===== config.mk =====
export PLATFORM = sky130hd
export DESIGN_NAME = serial_comparator
export DESIGN_NICKNAME = d
export VERILOG_FILES = /design/src/rtl/serial_comparator_pkg.sv /design/src/rtl/serial_comparator_bit_counter.sv /design/src/rtl/serial_comparator.sv
export SDC_FILE = /design/constraint.sdc
export NUM_CORES = 1
export LEC_CHECK = 0
export CORE_AREA = 2 2 39 41
export DETAILED_ROUTE_END_ITERATION = 12
export DIE_AREA = 0 0 41 43
export PLACE_DENSITY = 0.79
export SYNTH_ARGS = -nofsm -noshare
export SYNTH_HDL_FRONTEND = slang
export SYNTH_SLANG_ARGS = --single-unit

===== constraint.sdc =====
create_clock -name clk -period 2.1 [get_ports clk]
set_clock_uncertainty 0.1 [all_clocks]
set_input_delay 0.42 -clock clk [delete_from_list [all_inputs] [get_ports clk]]
set_output_delay 0.42 -clock clk [all_outputs]
set_load 0.02 [all_outputs]

===== src/rtl/serial_comparator_pkg.sv =====
// Shared types and constants for the MSB-first serial magnitude comparator.
package serial_comparator_pkg;

  localparam int WIDTH_DEFAULT = 8;
  localparam int CNT_BITS      = 5;

  typedef enum logic [1:0] {
    IDLE    = 2'd0,
    COMPARE = 2'd1,
    DONE    = 2'd2
  } state_t;

  typedef enum logic [1:0] {
    UNDECIDED = 2'd0,
    GT        = 2'd1,
    LT        = 2'd2
  } decision_t;

  typedef struct packed {
    logic gt;
    logic lt;
    logic eq;
  } result_t;

  // The first differing bit pair wins; equal pairs leave the verdict open.
  function automatic decision_t resolve(input decision_t current,
                                        input logic a, input logic b);
    if (current != UNDECIDED) return current;
    if (a && !b)              return GT;
    if (!a && b)              return LT;
    return UNDECIDED;
  endfunction

  // An operand pair that never differed is equal.
  function automatic result_t to_result(input decision_t d);
    result_t r;
    r.gt = (d == GT);
    r.lt = (d == LT);
    r.eq = (d == UNDECIDED);
    return r;
  endfunction

endpackage


===== src/rtl/serial_comparator_bit_counter.sv =====
// Saturating count of serial bits consumed; holds at LIMIT instead of wrapping.
module bit_counter
  import serial_comparator_pkg::*;
#(
  parameter int LIMIT = WIDTH_DEFAULT
) (
  input  logic                clk,
  input  logic                reset,
  input  logic                clear,
  input  logic                enable,
  output logic [CNT_BITS-1:0] count
);

  localparam logic [CNT_BITS-1:0] MAX_COUNT = CNT_BITS'(LIMIT);

  // NOTE: sequential state uses non-blocking assignments so every register
  // samples the pre-edge values of its neighbours.
  always_ff @(posedge clk) begin
    if (reset) begin
      count <= '0;
    end else if (clear) begin
      count <= '0;
    end else if (enable && (count != MAX_COUNT)) begin
      count <= count + 1'b1;
    end
  end

endmodule


===== src/rtl/serial_comparator.sv =====
// Compares two WIDTH-bit operands arriving MSB first, one bit pair per clock.
module serial_comparator
  import serial_comparator_pkg::*;
#(
  parameter int WIDTH = WIDTH_DEFAULT
) (
  input  logic                clk,
  input  logic                reset,
  input  logic                start,
  input  logic                a_bit,
  input  logic                b_bit,
  output logic                busy,
  output logic                done,
  output logic                gt,
  output logic                lt,
  output logic                eq,
  output logic [CNT_BITS-1:0] bit_cnt
);

  localparam logic [CNT_BITS-1:0] LAST_INDEX = CNT_BITS'(WIDTH - 1);

  state_t    state;
  decision_t decision;
  decision_t next_decision;
  result_t   final_result;
  logic      accept;
  logic      last_sample;

  assign accept      = (state == IDLE) && start;
  assign last_sample = (state == COMPARE) && (bit_cnt == LAST_INDEX);

  // NOTE: every signal driven in always_comb gets a value on every path,
  // otherwise synthesis infers a latch to hold the old one.
  always_comb begin
    next_decision = decision;
    if (state == COMPARE) begin
      next_decision = resolve(decision, a_bit, b_bit);
    end
    final_result = to_result(next_decision);
  end

  bit_counter #(
    .LIMIT (WIDTH)
  ) u_bit_counter (
    .clk    (clk),
    .reset  (reset),
    .clear  (accept),
    .enable (state == COMPARE),
    .count  (bit_cnt)
  );

  always_ff @(posedge clk) begin
    if (reset) begin
      state    <= IDLE;
      decision <= UNDECIDED;
      gt       <= 1'b0;
      lt       <= 1'b0;
      eq       <= 1'b0;
    end else begin
      case (state)
        IDLE: begin
          if (start) begin
            state    <= COMPARE;
            decision <= UNDECIDED;
            gt       <= 1'b0;
            lt       <= 1'b0;
            eq       <= 1'b0;
          end
        end
        COMPARE: begin
          decision <= next_decision;
          // The result is published on the same edge that takes the last bit.
          if (last_sample) begin
            state <= DONE;
            gt    <= final_result.gt;
            lt    <= final_result.lt;
            eq    <= final_result.eq;
          end
        end
        DONE: begin
          state <= IDLE;
        end
        default: begin
          state <= IDLE;
        end
      endcase
    end
  end

  assign busy = (state == COMPARE);
  assign done = (state == DONE);

endmodule


## After elaboration in Yosys (flattened, before gate mapping)

Index checks and enable logic that the tools add are counted.

- Register bits: 12
- Bits of input ports: 5
- Output and inout port bits: 10
- Word-level logic and storage cells: 58

- $add $sub $neg: 1
- Eq/ne operators: 8
- Muxes and demuxes: 28
- Reduce and logical (&&, ||, !) cells: 15

Operator list:

| cell | count |
|---|---|
| 2-bit two-way mux | 10 |
| 1-bit two-way mux | 13 |
| 2-bit case mux with 2 select lines | 2 |
| 1-bit case mux with 2 select lines | 3 |
| 5-bit by 1-bit adder with 5-bit output, second input constant | 1 |
| 5-bit by 3-bit equality test with 1-bit output, second input constant | 1 |
| 1-bit logical AND | 5 |
| 5-bit by 4-bit inequality test with 1-bit output, second input constant | 1 |
| 2-bit by 1-bit equality test with 1-bit output, second input constant | 2 |
| 2-bit equality test, second input constant | 2 |
| 2-bit logical NOT | 2 |
| 2-bit inequality test, second input constant | 2 |
| 2-bit AND reduction | 2 |
| 2-bit nonzero test | 2 |
| 3-bit AND reduction | 1 |
| 1-bit logical NOT | 2 |
| 2-bit OR reduction | 1 |

## Longest topological paths before layout

Gate-level depths: netlist (run 1).

- Word-level depth: 15
- Mapped depth: 5
- Depth with buffers taken out: 5

## Modules after synthesis

From an unflattened synthesis (run 1), not the netlist that was laid out.

- Cells, all modules: 69
- Area, all modules: 595.6 um^2

Modules (own cells, without submodules):

| module | instances | cells each | area each (um^2) | seq. area each (um^2) |
|---|---|---|---|---|
| serial_comparator | 1 | 40 | 332.8 | 140.1 |
| bit_counter | 1 | 29 | 262.8 | 100.1 |

## Least setup slack after synthesis (run 1)

OpenSTA, ideal clock, no wires.

- Kind: flip-flop to flip-flop
- Start: register u_bit_counter.count[0]
- End: register gt
- Setup time: 0.070 ns
- Arrival time: 1.288 ns
- Required time: 1.930 ns
- Slack: 0.641 ns
- Cell stages (with the launch flop): 5
- Path buffers: 0
- Period minus slack after synthesis: 1.459 ns
- Cell sequence: dfxtp_1 ha_1 and4bb_4 a221oi_4 o2bb2ai_1

- Longest elaborated chain between the ends: 4

Ends and longest elaborated chain:

| item | RTL line | source |
|---|---|---|
| start: declaration | serial_comparator_bit_counter.sv:11 | `output logic [CNT_BITS-1:0] count` |
| start signal: assignment | serial_comparator_bit_counter.sv:24 | `count <= count + 1'b1;` |
| 5-bit by 3-bit equality test with 1-bit output | serial_comparator.sv:30 | `assign last_sample = (state == COMPARE) && (bit_cnt == LAST_INDEX);` |
| 1-bit logical AND | serial_comparator.sv:30 |  |
| 2-bit inequality test (no line) | -- |  |
| 3-bit AND reduction (no line) | -- |  |
| end signal: assignment | serial_comparator.sv:75 | `gt <= final_result.gt;` |
| end: declaration | serial_comparator.sv:14 | `output logic gt,` |

No other way between the ends.
A chain may end at the register's enable or synchronous reset.

## Worst setup path in the final report (run 1)

- Start: register state[0]
- End: output port done

- Longest elaborated chain between the ends: 1

Ends and longest elaborated chain:

| item | RTL line | source |
|---|---|---|
| start: declaration | serial_comparator.sv:22 | `state_t state;` |
| start signal: assignment | serial_comparator.sv:54 | `state <= IDLE;` |
| start signal: assignment | serial_comparator.sv:63 | `state <= COMPARE;` |
| start signal: assignment | serial_comparator.sv:74 | `state <= DONE;` |
| 2-bit equality test | serial_comparator.sv:91 | `assign done = (state == DONE);` |
| end: declaration | serial_comparator.sv:13 | `output logic done,` |

No other way between the ends.

==> results of run 1 <==
[metal layers]
layer / vias up / share of wire, % / GRT usage [%] / wire (um)
met4: 0 / 2.5 / 10.0 / 30
met1: 250 / 45 / 20.8 / 531
met5: - / 0 / 0 / 0
li1: 263 / - / - / -
met3: 3 / 5.6 / 3.66 / 66
met2: 16 / 47 / 24.1 / 558
[power by group through the flow]
stage          sequential (mW)  clock [mW]  combinational (mW)
3_5_place_dp             0.243           0              0.0544
6_report                 0.237       0.185              0.0535
3_3_place_gp             0.242           0              0.0533
5_1_grt                  0.238       0.199              0.0598
2_1_floorplan            0.243           0              0.0335
4_1_cts                  0.237       0.191              0.0545
[area by class of cell]
class | instances | area (um^2) | share of cell area [%]
multi-input combinational | 45 | 335 | 42.5
tap | 16 | 20.0 | 2.54
timing repair buffer | 14 | 143 | 18.1
sequential | 12 | 241 | 30.6
inverter | 3 | 13.8 | 1.74
clock buffer | 4 | 36.3 | 4.60
[registers in the layout (all words and copies together), names as in the netlist]
signal,count
decision,2
gt,1
lt,1
u_bit_counter.count,5
state,2
eq,1
[critical path, stage by stage (launching register included)]
cell and delay, ns:
sky130_fd_sc_hd__dfxtp_2 0.36, sky130_fd_sc_hd__and2b_2 0.21, sky130_fd_sc_hd__clkdlybuf4s50_1 0.59
[worst max path at each step]
stage,end,cells after the start,slack [ns],startpoint
after global placement,busy,3,0.31,state[0]
after detailed placement,busy,3,0.28,state[0]
after global routing,done,2,0.1,state[1]
after CTS,busy,3,0.02,state[1]
final,done,2,0.15,state[0]
after floorplan,gt,4,0.64,u_bit_counter.count[0]
[what timing repair did]
| action | CTS | global route |
|---|---|---|
| resized for setup | 1 | 1 |
| setup endpoints to repair | 1 | 1 |
| pin swaps | 0 | 0 |
[kinds of logic after synthesis]
| family | count (synthesis) | share of synthesized area (%) |
|---|---|---|
| flip-flops | 12 | 40.0 |
| buffers and inverters | 4 | 4.17 |
| AO/OA/AOI/OAI | 20 | 26.0 |
| AND/OR/NAND/NOR | 23 | 25.6 |
| adder cells (fa/ha/maj) | 2 | 4.17 |
[stage by stage]
stage | instance area, um^2 | hold slack [ns] | cells | setup WS (ns) | total power [mW]
6_report | 790 | 0.371 | 94 | 0.153 | 0.476
5_1_grt | 790 | 0.388 | 94 | 0.0995 | 0.497
4_1_cts | 787 | 0.376 | 94 | 0.0211 | 0.483
3_5_place_dp | 749 | 0.351 | 90 | 0.281 | 0.297
3_3_place_gp | 749 | 0.351 | 90 | 0.314 | 0.296
2_1_floorplan | 601 | 0.355 | 61 | 0.641 | 0.277
[cell usage after synthesis (all sizes together)]
master,number,share of area [%]
or3,2,2.1
a31oi,2,2.1
nor3b,1,1.3
nor2b,1,1.0
nor2,8,5.4
buf,1,1.9
nand2b,1,2.3
a2111oi,1,2.5
a21oi,5,4.2
nand4b,1,1.5
a311oi,1,1.5
dfxtp,12,40
a221oi,1,4.4
a21o,1,1.5
nand2,1,0.62
ha,2,4.2
o2bb2ai,3,4.4
o21ai,5,4.2
and4bb,2,4.8
nand3,4,3.3
a31o,1,1.5
and2b,1,1.5
nand4bb,1,1.9
inv,3,2.3
==> impl_summary.md, run 1 <==
Status
The flow ran to the end, and the final reports show no timing, DRC or antenna violations.

Clocking
Post-CTS timing repair inserted 0 buffers for setup. The tree built by TritonCTS fans out to 12 sinks. The clock buffer count from CTS is 3. The clock tree from TritonCTS is built. The library cell used as clock root buffer is sky130_fd_sc_hd__clkbuf_4.

In this run the number of H-tree levels came out at 1. The source-to-sink clock delay at the later pin of the worst-skew pair is 0.27 ns. For this design, the CTS-stage hold fixing added 0 buffers. The clock-pin slew reported for the worst setup and hold paths after clock tree synthesis is 0.07 ns. The deepest clock path buffer count is 2.

Floorplan
The I/O pin count is 15. The floorplan step defined a die boundary enclosing 1760 um^2. The die width is 41 um. The initial core utilization is 43.4%. In this run the vertical extent of the chip is 43 um. Row generation in the floorplan step produced 14 rows. The core region is 1380 um^2.

Power and ir drop
Of the total power, combinational logic draws 11.3%. The worst-case IR drop observed on VDD is 278 uV. Net switching is 23.9% of the power.

The internal power is 0.362 mW. The share of total power dissipated in the clock network is 38.8%. The net switching power figure is 0.113 mW.

The leakage power total is 0.280 nW. In this run the power density over the cells is 602 nW/um^2. Of the total power, registers draw 49.9%.

Final layout
The layout-stage area growth over the synthesis result is 31.5%. In the layout the commonest cells are sky130_fd_sc_hd__clkdlybuf4s50_1 (13), sky130_fd_sc_hd__dfxtp_1 (11), sky130_fd_sc_hd__nor2_1 (7), sky130_fd_sc_hd__a21oi_1 (5), sky130_fd_sc_hd__o21ai_0 (5). The post-route netlist has 16.7% of its cells at a drive strength greater than 1. Measured on the finished design, the core utilization comes to 57.1%. The number of inserted diodes is 0.

The final-stage net count is 86. After filler insertion, the fill cell instance count of the layout stands at 144. The most common cell after layout, fill and taps aside is sky130_fd_sc_hd__clkdlybuf4s50_1.

Yosys
The number of distinct standard cells referenced by the synthesized netlist is 27. Sequential elements use 40.0% of the synthesized area. Counting every instance in the synthesized netlist gives 61. The mean instance size in the synthesized netlist is 9.85 um^2. After synthesis the netlist holds a flip-flop and latch count of 12. The post-synthesis net count is 68. The synthesized netlist occupies a cell area of 601 um^2. The Yosys step of the flow raised 0 warnings.

Timing
The total count of max-transition violations in the final report is 0. The clock period minus final worst setup slack is 1.95 ns. The worst pin sits at a relative slew slack of 80.0%.

The number of endpoints with negative hold slack in the final report is 0. Setup violations remaining at the end of the flow were counted as 0. Setup repair after global routing left no endpoint under its margin.

The accumulated negative setup slack is 0 ns. The final cycle utilization of the critical path is 92.7%. Timing would allow up to 0.514 GHz.

For the pin with the worst max-slew slack, the measured transition is 0.299 ns.

Critical path
The kind of end point of the critical path is an output port. The largest driver fanout on the critical path is 5. The worst setup path is launched from a flip-flop.

At the worst endpoint, the arrival time is 1.43 ns. In this run the critical register-to-register path is captured at lt. The origin of the critical flop-to-flop path is u_bit_counter.count[0]. The setup path with the least slack is of type flip-flop to output port.

Setup slack on the worst reg-to-reg path comes out at 0.64 ns. The worst path required time is 1.58 ns. For the worst flop-to-flop path, the logic depth is 4.

Routing
The final wirelength is 1190 um. The vias after detailed routing is 532. For this run, the detailed router's first-pass iteration total came to 3. The DRC violation count after routing is 0.

The mean routed wirelength per cell is 12.6 um. The per-cell via count in the routed design is 5.66. The number of DRC markers after the initial detailed-route iteration is 3.

The detail route stage leaves a number of antenna-violating nets equal to 0.

Hold path
The worst hold path class is flip-flop to flip-flop. The start point of the worst min-delay path is lt. The number of cells on the worst hold path is 1.

For hold timing, the worst endpoint is lt.

Global routing
Entering global routing, the biggest net connects 12 pins. The via count of the first global-routing pass is 480. The initial antenna violation count is 0.

The wire length of the first global-routing pass is 1950 um. The global-route usage over all layers is 16.4%. For this run the aggregate overflow at the end of global routing stands at 0.

Placed design
The total half-perimeter wirelength after legalization and detailed placement is 893 um. During placement, the flow inserted port buffers numbering 14. The congestion estimate from routability-driven global placement came to 0.739.

Job
The number of maximum-capacitance violations is 0.
No activity file was read; power rests on OpenSTA's default activity.
==> run 2: changes to the inputs <==
==> constraint.sdc (replaced) <==
create_clock -name clk -period 2.1 [get_ports clk]
set_clock_uncertainty 0.1 [all_clocks]
set_input_delay 0.63 -clock clk [delete_from_list [all_inputs] [get_ports clk]]
set_output_delay 0.63 -clock clk [all_outputs]
set_load 0.02 [all_outputs]
==> impl_summary.md, run 2 (synthesis gave the netlist of run 1 again) <==
Timing
The slew of the pin with the lowest slew margin was 0.261 ns (-0.0376 ns). The number of endpoints with negative hold slack in the final report is 0 (unchanged). The final setup violation count came to 0 (unchanged). The accumulated negative setup slack is 0 ns (unchanged). The clock period minus final worst setup slack came to 2.02 ns (+0.0733 ns). The highest achievable clock rate was 0.495 GHz (-3.6%).

The total count of max-transition violations in the final report is 0 (unchanged). The relative max-transition margin was 82.5% (+2.5 points). Setup repair after global routing left no endpoint under its margin. The final cycle utilization of the critical path is 96.2% (+3.5 points).

Critical path
The maximum cell stage delay along the critical path is 0.63 ns (+0.04 ns). The worst path required time is 1.37 ns (-0.21 ns). The worst endpoint data arrival time was 1.29 ns (-0.14 ns).

The critical path in this run is classified as flip-flop to output port. The origin of the critical flop-to-flop path is u_bit_counter.count[0]. The buffering stage count on the worst path with inverters included is 1 (unchanged). The depth of the most critical reg-to-reg path is 4 (unchanged). STA classifies the critical path endpoint as an output port.

The kind of start point of the critical path is a flip-flop. Walking the worst path, the cells encountered are clkdlybuf4s50_1. The largest driver fanout on the critical path is 5 (unchanged). In this run the critical register-to-register path is captured at eq. The minimum setup slack among reg-to-reg paths is 0.63 ns (about the same). In this design, the largest share of critical-path delay is due to buffers and inverters.

The slowest library cell on the worst path is sky130_fd_sc_hd__clkdlybuf4s50_1.

Power and ir drop
The internal power is 0.325 mW (-10%). The highest ir drop seen on vdd was 368 uV (+32%). The clock network power share came to 32.1% (-6.7 points).

The total power draw is 0.435 mW (-8.5%). The switching fraction of total power is 25.3% (+1.4 points). The areal power density over the cells is 553 nW/um^2 (-8.2%). The sequential group share of total power is 54.5% (+4.6 points). The leakage power total was 0.301 nW (+7.6%). The relative contribution of combinational cells to total power is 13.4% (+2.1 points). The net switching power figure came to 0.110 mW (-3.1%).

Final layout
The register with the most flip-flops is u_bit_counter.count. Compared with the post-synthesis result, the final layout area differs by 31.0%. Leaving out fill and tap cells, the most frequent cell in the layout is sky130_fd_sc_hd__dfxtp_1. Leaving out fill and tap cells, the most frequent cells in the layout are sky130_fd_sc_hd__dfxtp_1 (11), sky130_fd_sc_hd__clkdlybuf4s50_1 (10), sky130_fd_sc_hd__nor2_1 (7), sky130_fd_sc_hd__a21oi_1 (5), sky130_fd_sc_hd__o21ai_0 (5).

The number of inserted diodes is 0 (unchanged). The number of flip-flops under the largest register name is 5 (unchanged). The fraction of final layout cells sized beyond drive strength 1 is 17.7% (+1.1 points).

The largest registers in the layout are u_bit_counter.count (5), decision (2), state (2). The final-stage net count is 88 (+2.3%).

Floorplan
The initial core utilization was 43.4% (unchanged). The die span in y was 43 um (unchanged). The die width is 41 um (unchanged). The I/O pin count came to 15 (unchanged). The area of the die is 1760 um^2 (unchanged).

The placement row count is 14 (unchanged). The placeable core region is 1380 um^2 (unchanged).

Routing
The per-cell via count in the routed design is 5.71 (+0.81%). The final wirelength came to 1250 um (+5.1%). The met2 wire length is 641 um (+15%). The mean routed wirelength per cell is 13.1 um (+3.9%). The detailed-routed wire length on met3 is 67 um (+1.5%). The vias after detailed routing is 542 (+1.9%). The topmost layer with routed signal wires is met4. The number of DRC markers after the initial detailed-route iteration is 9 (+6). The length of routed wiring on met1 is 521 um (-1.9%). The remaining antenna violation count is 0 (unchanged). The DRC violation count after routing is 0 (unchanged). The first-pass detailed-route iteration total is 4 (+1).

Clocking
The number of levels the H-tree was split into is 1 (unchanged). The source-to-sink clock delay at the later pin of the worst-skew pair is 0.27 ns (about the same). The clock tree from TritonCTS is built. The clock sink count came to 12 (unchanged). The deepest clock path buffer count was 2 (unchanged). The clock-pin slew reported for the worst setup and hold paths after clock tree synthesis is 0.07 ns (about the same). The tree is rooted in a sky130_fd_sc_hd__clkbuf_4. The clock buffer count from CTS was 3 (unchanged).

Hold path
The number of cells on the worst hold path is 1 (unchanged). The capture endpoint of the worst hold path is gt. In this run the most critical hold path is launched from gt. In this run the worst hold path is classified as flip-flop to flip-flop.

Global routing
The remaining global-route overflow came to 0 (unchanged). The initial antenna violation count is 0 (unchanged). The via count of the first global-routing pass is 472 (-1.7%). The pin count of the biggest net entering global routing is 11 (-1). The wire length of the first global-routing pass is 2010 um (+3.2%). The global-route usage over all layers is 17.0% (+0.61 points).

Job
The number of maximum-capacitance violations is 0 (unchanged).

Placed design
The count of input and output buffers is 14 (unchanged). The total half-perimeter wirelength after legalization and detailed placement is 956 um (+7.1%). The placer's final routability congestion estimate came to 0.729 (-1.3%).

Status
The run finished with clean final reports.
==> run 2: final cells by class <==
cell class	instances	area, um^2
Clock buffer	3	22.5
Timing Repair Buffer	16	154
Inverter	3	13.8
Fill cell	132	597
Sequential cell	12	241
Tap cell	16	20.0
Multi-Input combinational cell	45	335
==> run 2: stage by stage <==
step / setup slack [ns] / cells / hold slack [ns] / util, % / instance area [um^2]
floorplan: 0.641 / 61 / 0.355 / - / 601
global placement: 0.172 / 92 / 0.350 / 55.2 / 764
detailed placement: 0.159 / 92 / 0.347 / 55.2 / 764
CTS: 0.0133 / 95 / 0.374 / 56.7 / 785
global route: 0.00373 / 95 / 0.390 / 56.9 / 787
finish: 0.0794 / 95 / 0.366 / 56.9 / 787
==> run 2: worst max path at each step <==
| stage | start | to | slack (ns) | cells past startpoint |
|---|---|---|---|---|
| 2_1_floorplan | u_bit_counter.count[0] | gt | 0.64 | 4 |
| 3_3_place_gp | state[0] | done | 0.17 | 2 |
| 3_5_place_dp | state[0] | done | 0.16 | 2 |
| 4_1_cts | u_bit_counter.count[3] | bit_cnt[3] | 0.01 | 1 |
| 5_1_grt | u_bit_counter.count[4] | bit_cnt[4] | 0.004 | 1 |
| 6_report | u_bit_counter.count[0] | bit_cnt[0] | 0.08 | 1 |
==> run 2: per-layer routing <==
| layer | up-vias | track usage (%) |
|---|---|---|
| li1 | 267 | - |
| met1 | 256 | 20.5 |
| met2 | 15 | 26.6 |
| met3 | 4 | 4.71 |
| met4 | 0 | 8.00 |
| met5 | - | 0 |
==> run 2: repair_timing <==
item | in CTS | in global routing
setup buffers | 0 | 0
pin swaps | 0 | 0
gates resized for setup | 4 | 1
endpoints found under the setup margin | 3 | 1
hold buffers | 0 | 0
==> run 2: power by group through the flow <==
stage | registers [mW] | logic, mW | clock network, mW
detailed placement | 0.243 | 0.0594 | 0
floorplan | 0.243 | 0.0335 | 0
global placement | 0.242 | 0.0573 | 0
CTS | 0.238 | 0.0584 | 0.143
global route | 0.238 | 0.0633 | 0.154
finish | 0.237 | 0.0583 | 0.140
==> run 3: changes to the inputs <==
PLACE_DENSITY = 0.82   (was 0.79)
==> impl_summary.md, run 3 (synthesis gave the netlist of run 1 again) <==
Routing
The per-cell via count in the routed design is 5.55 (-2.8%). The final wirelength is 1220 um (-2.6%). The remaining antenna violation count was 0 (unchanged). The vias after detailed routing is 527 (-2.8%). The first-pass detailed-route iteration total is 4 (unchanged). The DRC violation count after routing is 0 (unchanged). The mean routed wirelength per cell was 12.8 um (-2.6%). The number of DRC markers after the initial detailed-route iteration came to 6 (-3).

Critical path
The slowest library cell on the worst path is sky130_fd_sc_hd__clkdlybuf4s50_1. The buffering stage count on the worst path with inverters included is 1 (unchanged). Traced cell by cell, the critical path runs through clkdlybuf4s50_1. The maximum cell stage delay along the critical path is 0.64 ns (about the same).

The kind of cell adding the most delay to the critical path is buffers and inverters. The kind of start point of the critical path is a flip-flop. The worst endpoint data arrival time came to 1.31 ns (+0.02 ns). The largest driver fanout on the critical path came to 7 (+2). The kind of end point of the critical path is an output port.

The start-to-end type of the worst setup path is flip-flop to output port. The worst path required time is 1.37 ns (about the same).

Global routing
The via count of the first global-routing pass is 472 (unchanged). The global-route usage over all layers was 16.3% (-0.76 points). The pin count of the biggest net entering global routing is 11 (unchanged). The wire length of the first global-routing pass was 1960 um (-2.7%). The initial antenna violation count was 0 (unchanged).

The remaining global-route overflow is 0 (unchanged).

Timing
The clock period minus final worst setup slack was 2.04 ns (+0.0223 ns). The number of endpoints with negative hold slack in the final report is 0 (unchanged). The slew of the pin with the lowest slew margin is 0.261 ns (-0.000820 ns). Setup repair after global routing left no endpoint under its margin. The accumulated negative setup slack came to 0 ns (unchanged).

The highest achievable clock rate came to 0.489 GHz (-1.1%). The total count of max-transition violations in the final report is 0 (unchanged). The final setup violation count was 0 (unchanged).

The worst slack on hold paths was 0.371 ns (+0.00492 ns). The final cycle utilization of the critical path came to 97.3% (+1.1 points). The relative max-transition margin is 82.6% (about the same).

Clocking
The clock sink count is 12 (unchanged). The deepest clock path buffer count was 2 (unchanged). The tree is rooted in a sky130_fd_sc_hd__clkbuf_4. The post-CTS setup-driven buffer insertion count is 0 (unchanged). The clock-pin slew reported for the worst setup and hold paths after clock tree synthesis is 0.07 ns (about the same). The number of levels the H-tree was split into is 1 (unchanged). TritonCTS built the clock tree. The source-to-sink clock delay at the later pin of the worst-skew pair came to 0.26 ns (about the same). The clock buffer count from CTS is 3 (unchanged).

Floorplan
The area of the die is 1760 um^2 (unchanged). The die span in y came to 43 um (unchanged). The die width came to 41 um (unchanged). The I/O pin count was 15 (unchanged). The initial core utilization came to 43.4% (unchanged).

The placement row count came to 14 (unchanged). The placeable core region is 1380 um^2 (unchanged).

Final layout
In the layout the commonest cells are sky130_fd_sc_hd__dfxtp_1 (11), sky130_fd_sc_hd__clkdlybuf4s50_1 (11), sky130_fd_sc_hd__nor2_1 (7), sky130_fd_sc_hd__a21oi_1 (5), sky130_fd_sc_hd__o21ai_0 (5). In the final layout, the registers with the most flip-flops are u_bit_counter.count (5), decision (2), state (2). The final-stage net count was 88 (unchanged). The register with the most flip-flops is u_bit_counter.count. The fraction of final layout cells sized beyond drive strength 1 was 17.7% (unchanged).

The footprint of the multi-input gates is 335 um^2 (unchanged). The number of fillers in the final layout was 134 (+1.5%). Relative to the synthesized area, the layout overhead comes to 30.6%. The number of inserted diodes is 0 (unchanged). The sequential cell area in the final layout came to 241 um^2 (unchanged).

The number of flip-flops under the largest register name is 5 (unchanged).

Power and ir drop
The leakage power total is 0.282 nW (-6.2%). The net switching power figure is 0.108 mW (-2.0%). The areal power density over the cells came to 552 nW/um^2 (-0.20%). The highest ir drop seen on vdd was 283 uV (-23%). The sequential group share of total power came to 54.9% (+0.4 points). The internal power is 0.325 mW (about the same). The relative contribution of combinational cells to total power was 13.3% (about the same). The clock network power share was 31.8% (-0.3 points).

The switching fraction of total power was 24.9% (-0.38 points).

Placed design
The total half-perimeter wirelength after legalization and detailed placement was 940 um (-1.7%). The count of input and output buffers came to 14 (unchanged). The placer's final routability congestion estimate was 0.787 (+7.8%).

Status
The run finished with clean final reports.

Job
The number of maximum-capacitance violations was 0 (unchanged).

Hold path
The worst hold path class is flip-flop to flip-flop.
[run 3: final timing paths]
check        cells after the start    endpoint                    from  slack (ns)
min                              1          lt                      lt        0.37
max reg2reg                      4          gt  u_bit_counter.count[0]        0.62
min reg2reg                      1          lt                      lt        0.37
max                              1  bit_cnt[3]  u_bit_counter.count[3]        0.06
[run 3: layer usage]
layer / up-vias / share of wire [%] / global-route usage (%)
met5: - / 0 / 0
met3: 2 / 5.8 / 3.66
met1: 247 / 43 / 19.7
met2: 15 / 50 / 25.6
met4: 0 / 0.33 / 8.00
li1: 263 / - / -
[run 3: power by group through the flow]
stage          sequential, mW  combinational, mW  clock (mW)
6_report                0.238             0.0575       0.138
3_5_place_dp            0.243             0.0589           0
2_1_floorplan           0.243             0.0335           0
4_1_cts                 0.238             0.0579       0.145
5_1_grt                 0.239             0.0639       0.152
3_3_place_gp            0.242             0.0572           0
[run 3: final cells by class]
type / count / share of cell area [%]
tap: 16 / 2.55
clock buffer: 3 / 2.87
multi-input combinational: 45 / 42.7
timing repair buffer: 16 / 19.3
inverter: 3 / 1.75
sequential: 12 / 30.8
[run 3: through the flow]
step | area [um^2] | setup WS [ns] | std cells | util (%) | total power, mW
global placement | 764 | 0.173 | 92 | 55.2 | 0.299
floorplan | 601 | 0.641 | 61 | - | 0.277
detailed placement | 764 | 0.146 | 92 | 55.2 | 0.302
global route | 785 | 0.000388 | 95 | 56.7 | 0.455
finish | 785 | 0.0571 | 95 | 56.7 | 0.433
CTS | 785 | 0.0433 | 95 | 56.7 | 0.440
[run 3: timing repair]
item                       CTS  global route
setup endpoints to repair    3             0
resized for setup            4             0
hold buffers                 0             0
